[src/rtl/apb_slave_mem_checked_if.sv]
// APB3 bus bundle between a master (test environment) and the checked memory slave.
interface apb_slave_mem_checked_if #(
  parameter int ADDR_WIDTH = 8,
  parameter int DATA_WIDTH = 32
);
  logic                  PSEL;
  logic                  PENABLE;
  logic                  PWRITE;
  logic [ADDR_WIDTH-1:0] PADDR;
  logic [DATA_WIDTH-1:0] PWDATA;
  logic [DATA_WIDTH-1:0] PRDATA;
  logic                  PREADY;
  logic                  PSLVERR;

  modport master (
    output PSEL, PENABLE, PWRITE, PADDR, PWDATA,
    input  PRDATA, PREADY, PSLVERR
  );

  modport slave (
    input  PSEL, PENABLE, PWRITE, PADDR, PWDATA,
    output PRDATA, PREADY, PSLVERR
  );
endinterface

[src/rtl/apb_slave_mem_checked.sv]
// APB3 word-addressed register memory with wait states and a protocol checker
// exposing sticky violation flags; erroring transfers raise PSLVERR and never write.
module apb_slave_mem_checked #(
  parameter int ADDR_WIDTH  = 8,
  parameter int DATA_WIDTH  = 32,
  parameter int DEPTH       = 64,
  parameter int WAIT_STATES = 0,
  parameter int ALIGN_CHECK = 1
) (
  input  logic                   PCLK,
  input  logic                   PRESET,
  apb_slave_mem_checked_if.slave apb,
  input  logic                   viol_clr,
  output logic [6:0]             viol_flags,
  output logic [15:0]            xfer_cnt
);
  localparam int OFF  = $clog2(DATA_WIDTH / 8);
  localparam int IDXW = ADDR_WIDTH - OFF;
  localparam int MW   = (DEPTH > 1) ? $clog2(DEPTH) : 1;

  typedef enum logic {IDLE, ACCESS} state_t;

  state_t                state_q;
  logic [ADDR_WIDTH-1:0] addr_q;
  logic                  write_q;
  logic [DATA_WIDTH-1:0] wdata_q;
  logic [DATA_WIDTH-1:0] prdata_q;
  logic [3:0]            wcnt_q;
  logic                  err_q;
  logic [6:0]            flags_q;
  logic [6:0]            flags_d;
  logic [15:0]           cnt_q;
  logic [15:0]           cnt_d;

  logic                  in_access;
  logic                  ready;
  logic                  addr_mm;
  logic                  wr_mm;
  logic                  data_mm;
  logic                  abort;
  logic                  oor;
  logic                  misal;
  logic                  slverr;
  logic                  done_read;
  logic                  mem_we;
  logic [IDXW-1:0]       idx;
  logic [DATA_WIDTH-1:0] rd_val;
  logic [6:0]            det;
  logic [DATA_WIDTH-1:0] rd_words [DEPTH];

  assign in_access = (state_q == ACCESS);
  assign ready     = in_access && (wcnt_q == 4'd0);
  assign idx       = addr_q[ADDR_WIDTH-1:OFF];
  assign oor       = ({1'b0, idx} >= (IDXW + 1)'(DEPTH));

  generate
    if (ALIGN_CHECK != 0 && OFF > 0) begin : g_align
      assign misal = |addr_q[OFF-1:0];
    end else begin : g_noalign
      assign misal = 1'b0;
    end
  endgenerate

  // The bus must hold the setup values for the whole access phase.
  assign addr_mm = in_access && (apb.PADDR != addr_q);
  assign wr_mm   = in_access && (apb.PWRITE != write_q);
  assign data_mm = in_access && write_q && (apb.PWDATA != wdata_q);
  assign abort   = in_access && !ready && !(apb.PSEL && apb.PENABLE);

  assign slverr    = ready && (oor || misal || err_q || addr_mm || wr_mm || data_mm);
  assign done_read = ready && !write_q;
  assign mem_we    = ready && write_q && !slverr;
  assign rd_val    = slverr ? '0 : rd_words[idx[MW-1:0]];

  assign apb.PREADY  = ready;
  assign apb.PSLVERR = slverr;
  assign apb.PRDATA  = done_read ? rd_val : prdata_q;

  assign det[0] = (state_q == IDLE) && apb.PENABLE;
  assign det[1] = addr_mm;
  assign det[2] = wr_mm;
  assign det[3] = data_mm;
  assign det[4] = abort;
  assign det[5] = ready && oor;
  assign det[6] = ready && misal;

  // A clear in the same cycle as a detection leaves the new detection set.
  assign flags_d = (viol_clr ? 7'd0 : flags_q) | det;
  assign cnt_d   = (ready && cnt_q != 16'hFFFF) ? cnt_q + 16'd1 : cnt_q;

  assign viol_flags = flags_q;
  assign xfer_cnt   = cnt_q;

  always_ff @(posedge PCLK or posedge PRESET) begin
    if (PRESET) begin
      state_q  <= IDLE;
      addr_q   <= '0;
      write_q  <= 1'b0;
      wdata_q  <= '0;
      prdata_q <= '0;
      wcnt_q   <= 4'd0;
      err_q    <= 1'b0;
      flags_q  <= 7'd0;
      cnt_q    <= 16'd0;
    end else begin
      flags_q <= flags_d;
      cnt_q   <= cnt_d;
      if (done_read) begin
        prdata_q <= rd_val;
      end
      case (state_q)
        IDLE: begin
          if (apb.PSEL && !apb.PENABLE) begin
            addr_q  <= apb.PADDR;
            write_q <= apb.PWRITE;
            wdata_q <= apb.PWDATA;
            wcnt_q  <= 4'(WAIT_STATES);
            err_q   <= 1'b0;
            state_q <= ACCESS;
          end
        end
        ACCESS: begin
          if (ready || abort) begin
            state_q <= IDLE;
          end else begin
            wcnt_q <= wcnt_q - 4'd1;
            err_q  <= err_q | addr_mm | wr_mm | data_mm;
          end
        end
        default: state_q <= IDLE;
      endcase
    end
  end

  generate
    for (genvar gi = 0; gi < DEPTH; gi++) begin : g_word
      logic [DATA_WIDTH-1:0] word_q;
      always_ff @(posedge PCLK or posedge PRESET) begin
        if (PRESET) begin
          word_q <= '0;
        end else if (mem_we && idx == IDXW'(gi)) begin
          word_q <= wdata_q;
        end
      end
      assign rd_words[gi] = word_q;
    end
  endgenerate
endmodule

[src/flat_wrapper.sv]
// flat-port wrapper written by rule: the top's interface ports become plain ports
module apb_slave_mem_checked_flat 
#(
  parameter int ADDR_WIDTH  = 8,
  parameter int DATA_WIDTH  = 32,
  parameter int DEPTH       = 64,
  parameter int WAIT_STATES = 0,
  parameter int ALIGN_CHECK = 1
)
  (PCLK, PRESET, viol_clr, viol_flags, xfer_cnt, apb_PSEL, apb_PENABLE, apb_PWRITE, apb_PADDR, apb_PWDATA, apb_PRDATA, apb_PREADY, apb_PSLVERR);
  apb_slave_mem_checked_if #(.ADDR_WIDTH(ADDR_WIDTH), .DATA_WIDTH(DATA_WIDTH)) apb_i ();
  input  logic PCLK;
  input  logic PRESET;
  input  logic viol_clr;
  output logic [6:0] viol_flags;
  output logic [15:0] xfer_cnt;
  input wire logic [$bits(apb_i.PSEL)-1:0] apb_PSEL;
  input wire logic [$bits(apb_i.PENABLE)-1:0] apb_PENABLE;
  input wire logic [$bits(apb_i.PWRITE)-1:0] apb_PWRITE;
  input wire logic [$bits(apb_i.PADDR)-1:0] apb_PADDR;
  input wire logic [$bits(apb_i.PWDATA)-1:0] apb_PWDATA;
  output wire logic [$bits(apb_i.PRDATA)-1:0] apb_PRDATA;
  output wire logic [$bits(apb_i.PREADY)-1:0] apb_PREADY;
  output wire logic [$bits(apb_i.PSLVERR)-1:0] apb_PSLVERR;
  assign apb_i.PSEL = apb_PSEL;
  assign apb_i.PENABLE = apb_PENABLE;
  assign apb_i.PWRITE = apb_PWRITE;
  assign apb_i.PADDR = apb_PADDR;
  assign apb_i.PWDATA = apb_PWDATA;
  assign apb_PRDATA = apb_i.PRDATA;
  assign apb_PREADY = apb_i.PREADY;
  assign apb_PSLVERR = apb_i.PSLVERR;
  apb_slave_mem_checked #(.ADDR_WIDTH(ADDR_WIDTH), .DATA_WIDTH(DATA_WIDTH), .DEPTH(DEPTH), .WAIT_STATES(WAIT_STATES), .ALIGN_CHECK(ALIGN_CHECK)) u_core (.PCLK(PCLK), .PRESET(PRESET), .apb(apb_i), .viol_clr(viol_clr), .viol_flags(viol_flags), .xfer_cnt(xfer_cnt));
endmodule
[config.mk]
export PLATFORM = sky130hd
export DESIGN_NAME = apb_slave_mem_checked_flat
export DESIGN_NICKNAME = d
export VERILOG_FILES = /design/src/rtl/apb_slave_mem_checked_if.sv /design/src/rtl/apb_slave_mem_checked.sv /design/src/flat_wrapper.sv
export SDC_FILE = /design/constraint.sdc
export NUM_CORES = 2
export LEC_CHECK = 0
export ABC_AREA = 0
export ABC_CLOCK_PERIOD_IN_PS = 102700
export CAP_MARGIN = 20
export CORE_MARGIN = 10
export CORE_UTILIZATION = 55
export CTS_CLUSTER_DIAMETER = 100
export DETAILED_ROUTE_END_ITERATION = 10
export GPL_TIMING_DRIVEN = 0
export PLACE_DENSITY = 0.73
export SYNTH_ARGS = -nofsm -noshare
export SYNTH_HDL_FRONTEND = slang
export SYNTH_SLANG_ARGS = --single-unit
[constraint.sdc]
create_clock -name PCLK -period 102.7 [get_ports PCLK]
set_clock_uncertainty 0.05 [all_clocks]
set_input_delay 10.27 -clock PCLK [delete_from_list [all_inputs] [get_ports PCLK]]
set_output_delay 10.27 -clock PCLK [all_outputs]
set_load 0.01 [all_outputs]
==> summary.txt <==
Floorplanning
  • Initial Util: between 50 and 60%
  • Row count: between 150 and 200
  • Die height: 440.3 um
  • Core Box Area: 175900 um2
  • DIE WIDTH: 440.3 um
  • Die area: 193900 um2
  • # IOs: 103

Setup path
  • R2r setup slk: just under 100 ns
  • Worst setup SP type: input pin
  • Peak fanout along the critical path: 10
  • R2R depth: 7
  • Req. time, crit path: roughly 92 ns
  • Reg2reg start: u_core.wdata_q[3]$_DFFE_PP0P_
  • Crit end category: output pin
  • CP dominant cell by count: clkdlybuf4s50_1
  • Worst setup path end: apb_PRDATA[11]
  • CP startpoint: apb_PADDR[3]
  • Setup CP Type: in2out
  • Reg-to-reg endpoint: u_core.g_word[17].word_q[16]$_DFFE_PP0P_
  • Arr. time, crit path: approximately 15 ns
  • Slowest CP cell: o21ai_0
  • Largest stage delay, worst path: ~1.1 ns
  • Critical path cell sequence: clkdlybuf4s50_1, xnor2_1, nand4_1, o21ai_1, nand3_1, or2_2, clkbuf_1, o21ai_0, clkdlybuf4s50_1

Clock network
  • H-tree depth: 4
  • Clock root cell: clkbuf_16
  • Post-CTS Resized: 0
  • Clk sinks: between 2k and 2.5k
  • Clk_lat worst skew: between 0.8 and 0.9 ns
  • CTS buffer count: 218
  • Postcts setup bufs: 0
  • TritonCTS clock tree: done
  • Post-cts hold buffer count: 0
  • Reg clk slew, reported paths: 0.06 ns
  • CTS Buffer Depth: 3

Synth
  • Post-synthesis sequential area ratio: approximately 55%
  • Synth top area cells: dfrtp_1, mux2_2, mux4_2, mux2i_1, a22oi_1
  • Net Count, Synth: 6752
  • Number of synthesized flops with an enable pin: 0
  • Mapped Area: between 90000 and 100000 um2
  • Synth top cells by count: dfrtp_1, mux2_2, mux2i_1, clkbuf_1, a22oi_1
  • Post-synthesis average cell area: around 14 um2
  • Synthesized netlist cell count: around 6.7k
  • Most common cell in the synthesized netlist: dfrtp_1
  • Synth cell types: 45
  • Post-synth top area cell: dfrtp_1
  • #FFs+latches synth: 2149
  • Yosys top cell area share: a little under three fifths
  • Async SR Flop Fraction: between 90% and 100%
  • Synth warn: 0
  • Synth Flop Type: dfrtp_1

Global route
  • Initial antenna violation count: 8
  • Tot GR Track Use: 30.44%
  • Largest net degree at the start of global routing: about 140
  • Vias in the first global route: roughly 63k
  • First-pass GRT wire length: 433.2 mm
  • Total congestion overflow: 0

Pwr
  • Peak VDD IR: between 15 and 20 uV
  • Pint: between 1 and 1.5 mW
  • Power per cell area: around 18 nW/um2
  • Leak: around 53 nW
  • Clock share of power: 41.5%
  • Overall power: approximately 1.9 mW
  • Logic pwr share: between 10% and 20%
  • Flop pwr share: 44.2%
  • Net Sw Frac: ~28%
  • Sw power: between 0.5 and 0.6 mW

Drt
  • Drt first pass iters: 6
  • Vias per cell: ~6.4
  • Drt wl/cell: 31.01 um
  • DRC viols: 0
  • 1st-iter DRT viols: 6012
  • Final ANT Viol Nets: 0
  • Routed WL: 298.4 mm
  • Vias: between 60k and 70k

Placement
  • I/O Buffers: approximately 100
  • Hpwl dp: 222.8 mm
  • RePlAce Congestion: approximately 1

Status
  • Run status: completed

Final layout
  • Area Growth Syn to Fin: 13.09%
  • Final Util: about 62%
  • Filler instances: about 13k
  • Final nets: about 7k
  • Layout cell share with drive strength beyond 1: between 30% and 40%
  • Multi-input logic area: 40650 um2
  • Area occupied by registers: between 50000 and 60000 um2

Timing
  • Fin crit period: roughly 25 ns
  • Max-slew violation count: 0
  • Slew HR: ~14%
  • # setup viols final: 0
  • Final Hold Viols: 0
  • RSZ-0062 raised after global routing: false
  • Actual slew at the worst max-slew pin: 1.274 ns
  • Fmax: between 30 and 40 MHz
  • Setup TNS: 0 ns
  • Fin crit share: roughly 25%

Run
  • Max-Cap Viols: 0

Hold path
  • HP Class: reg2reg
  • HP Start: u_core.g_word[24].word_q[3]$_DFFE_PP0P_
power groups by stage:
stage	combinational, mW	clock, mW	sequential (mW)
global route	0.288	0.845	0.858
finish	0.278	0.805	0.857
detailed placement	0.270	0	0.873
global placement	0.256	0	0.878
CTS	0.271	0.811	0.857
floorplan	0.139	0	0.876
layout make-up:
| class | count | area share (%) |
|---|---|---|
| antenna | 7 | 0.01594 |
| sequential | 2149 | 48.94 |
| tap | 2340 | 2.664 |
| clock inverter | 58 | 0.7173 |
| multi-input combinational | 3875 | 36.99 |
| buffer | 665 | 2.521 |
| inverter | 15 | 0.05807 |
| clock buffer | 337 | 5.882 |
| timing repair buffer | 179 | 2.212 |
flip-flops by register name, indices dropped and copies added, names as in the netlist:
register	cells
u_core.viol_flags	6
u_core.in_access	1
u_core.err_q	1
u_core.g_word.word_q	2048
u_core.addr_q	8
u_core.write_q	1
u_core.wcnt_q	4
u_core.wdata_q	32
u_core.xfer_cnt	16
u_core.prdata_q	32
worst max-delay path, delay by kind of cell:
kind            cells  cell delay [ns]
buf+inv             3             1.75
compound gates      2             1.52
simple gates        3             0.84
xor+xnor            1             0.64
how the worst min path moves through the flow:
| stage | to | cells past startpoint |
|---|---|---|
| 2_1_floorplan | u_core.g_word[22].word_q[0]$_DFFE_PP0P_ | 1 |
| 3_3_place_gp | u_core.g_word[22].word_q[9]$_DFFE_PP0P_ | 1 |
| 3_5_place_dp | u_core.g_word[54].word_q[10]$_DFFE_PP0P_ | 1 |
| 4_1_cts | u_core.g_word[54].word_q[16]$_DFFE_PP0P_ | 1 |
| 5_1_grt | u_core.g_word[54].word_q[16]$_DFFE_PP0P_ | 1 |
| 6_report | u_core.g_word[24].word_q[3]$_DFFE_PP0P_ | 1 |
cell families (layout without fill, tap and decap cells):
group | Yosys count | in the layout | synth area share, %
xor gates and xnor gates | 58 | 58 | 0.5228
buffers and inverters | 680 | 1254 | 2.887
DFF | 2149 | 2149 | 55.34
and+or+nand+nor | 504 | 504 | 2.583
muxes | 2817 | 2817 | 34.98
other | 1 | 8 | 0.003859
AOI/OAI and AO/OA | 493 | 493 | 3.656
adders and majority gates | 2 | 2 | 0.02575
layer usage:
layer / global-route usage (%) / vias up / share of wire [%]
met1: 39.54 / 32920 / 40
met3: 6.527 / 698 / 7.0
met2: 46.87 / 2368 / 46
met5: 0 / - / 0
li1: - / 25470 / -
met4: 18.63 / 0 / 7.3
layout by cell type (no fill, tap or decap), drive strengths merged, types with 2 or more instances in the layout:
cell type,Yosys,routed
a21oi,33,33
a22oi,377,377
a41oi,32,32
and2,4,4
and3,4,4
buf,256,334
bufinv,0,10
clkbuf,409,746
clkdlybuf4s50,0,101
clkinv,0,40
clkinvlp,0,4
dfrtp,2149,2149
diode,0,7
ha,2,2
inv,15,19
mux2,2049,2049
mux2i,510,510
mux4,258,258
nand2,167,167
nand2b,3,3
nand3,149,149
nand4,56,56
nor2,58,58
nor2b,4,4
nor3,22,22
nor3b,3,3
nor4,25,25
o21ai,42,42
o22ai,3,3
or2,3,3
or3,2,2
xnor2,50,50
xor2,8,8
through the flow:
stage / worst slack, ns / std cells / instance area (um2) / hold WS (ns)
after floorplan: 31.67 / 6704 / 97170 / 0.4024
after global placement: 11.00 / 9145 / 101100 / 0.4115
after detailed placement: 77.65 / 9210 / 102400 / 0.4186
after CTS: 77.65 / 9605 / 109700 / 0.4317
after global routing: 77.46 / 9618 / 109900 / 0.4466
final: 77.34 / 9625 / 109900 / 0.4340
(Power assumes the default switching activity.)
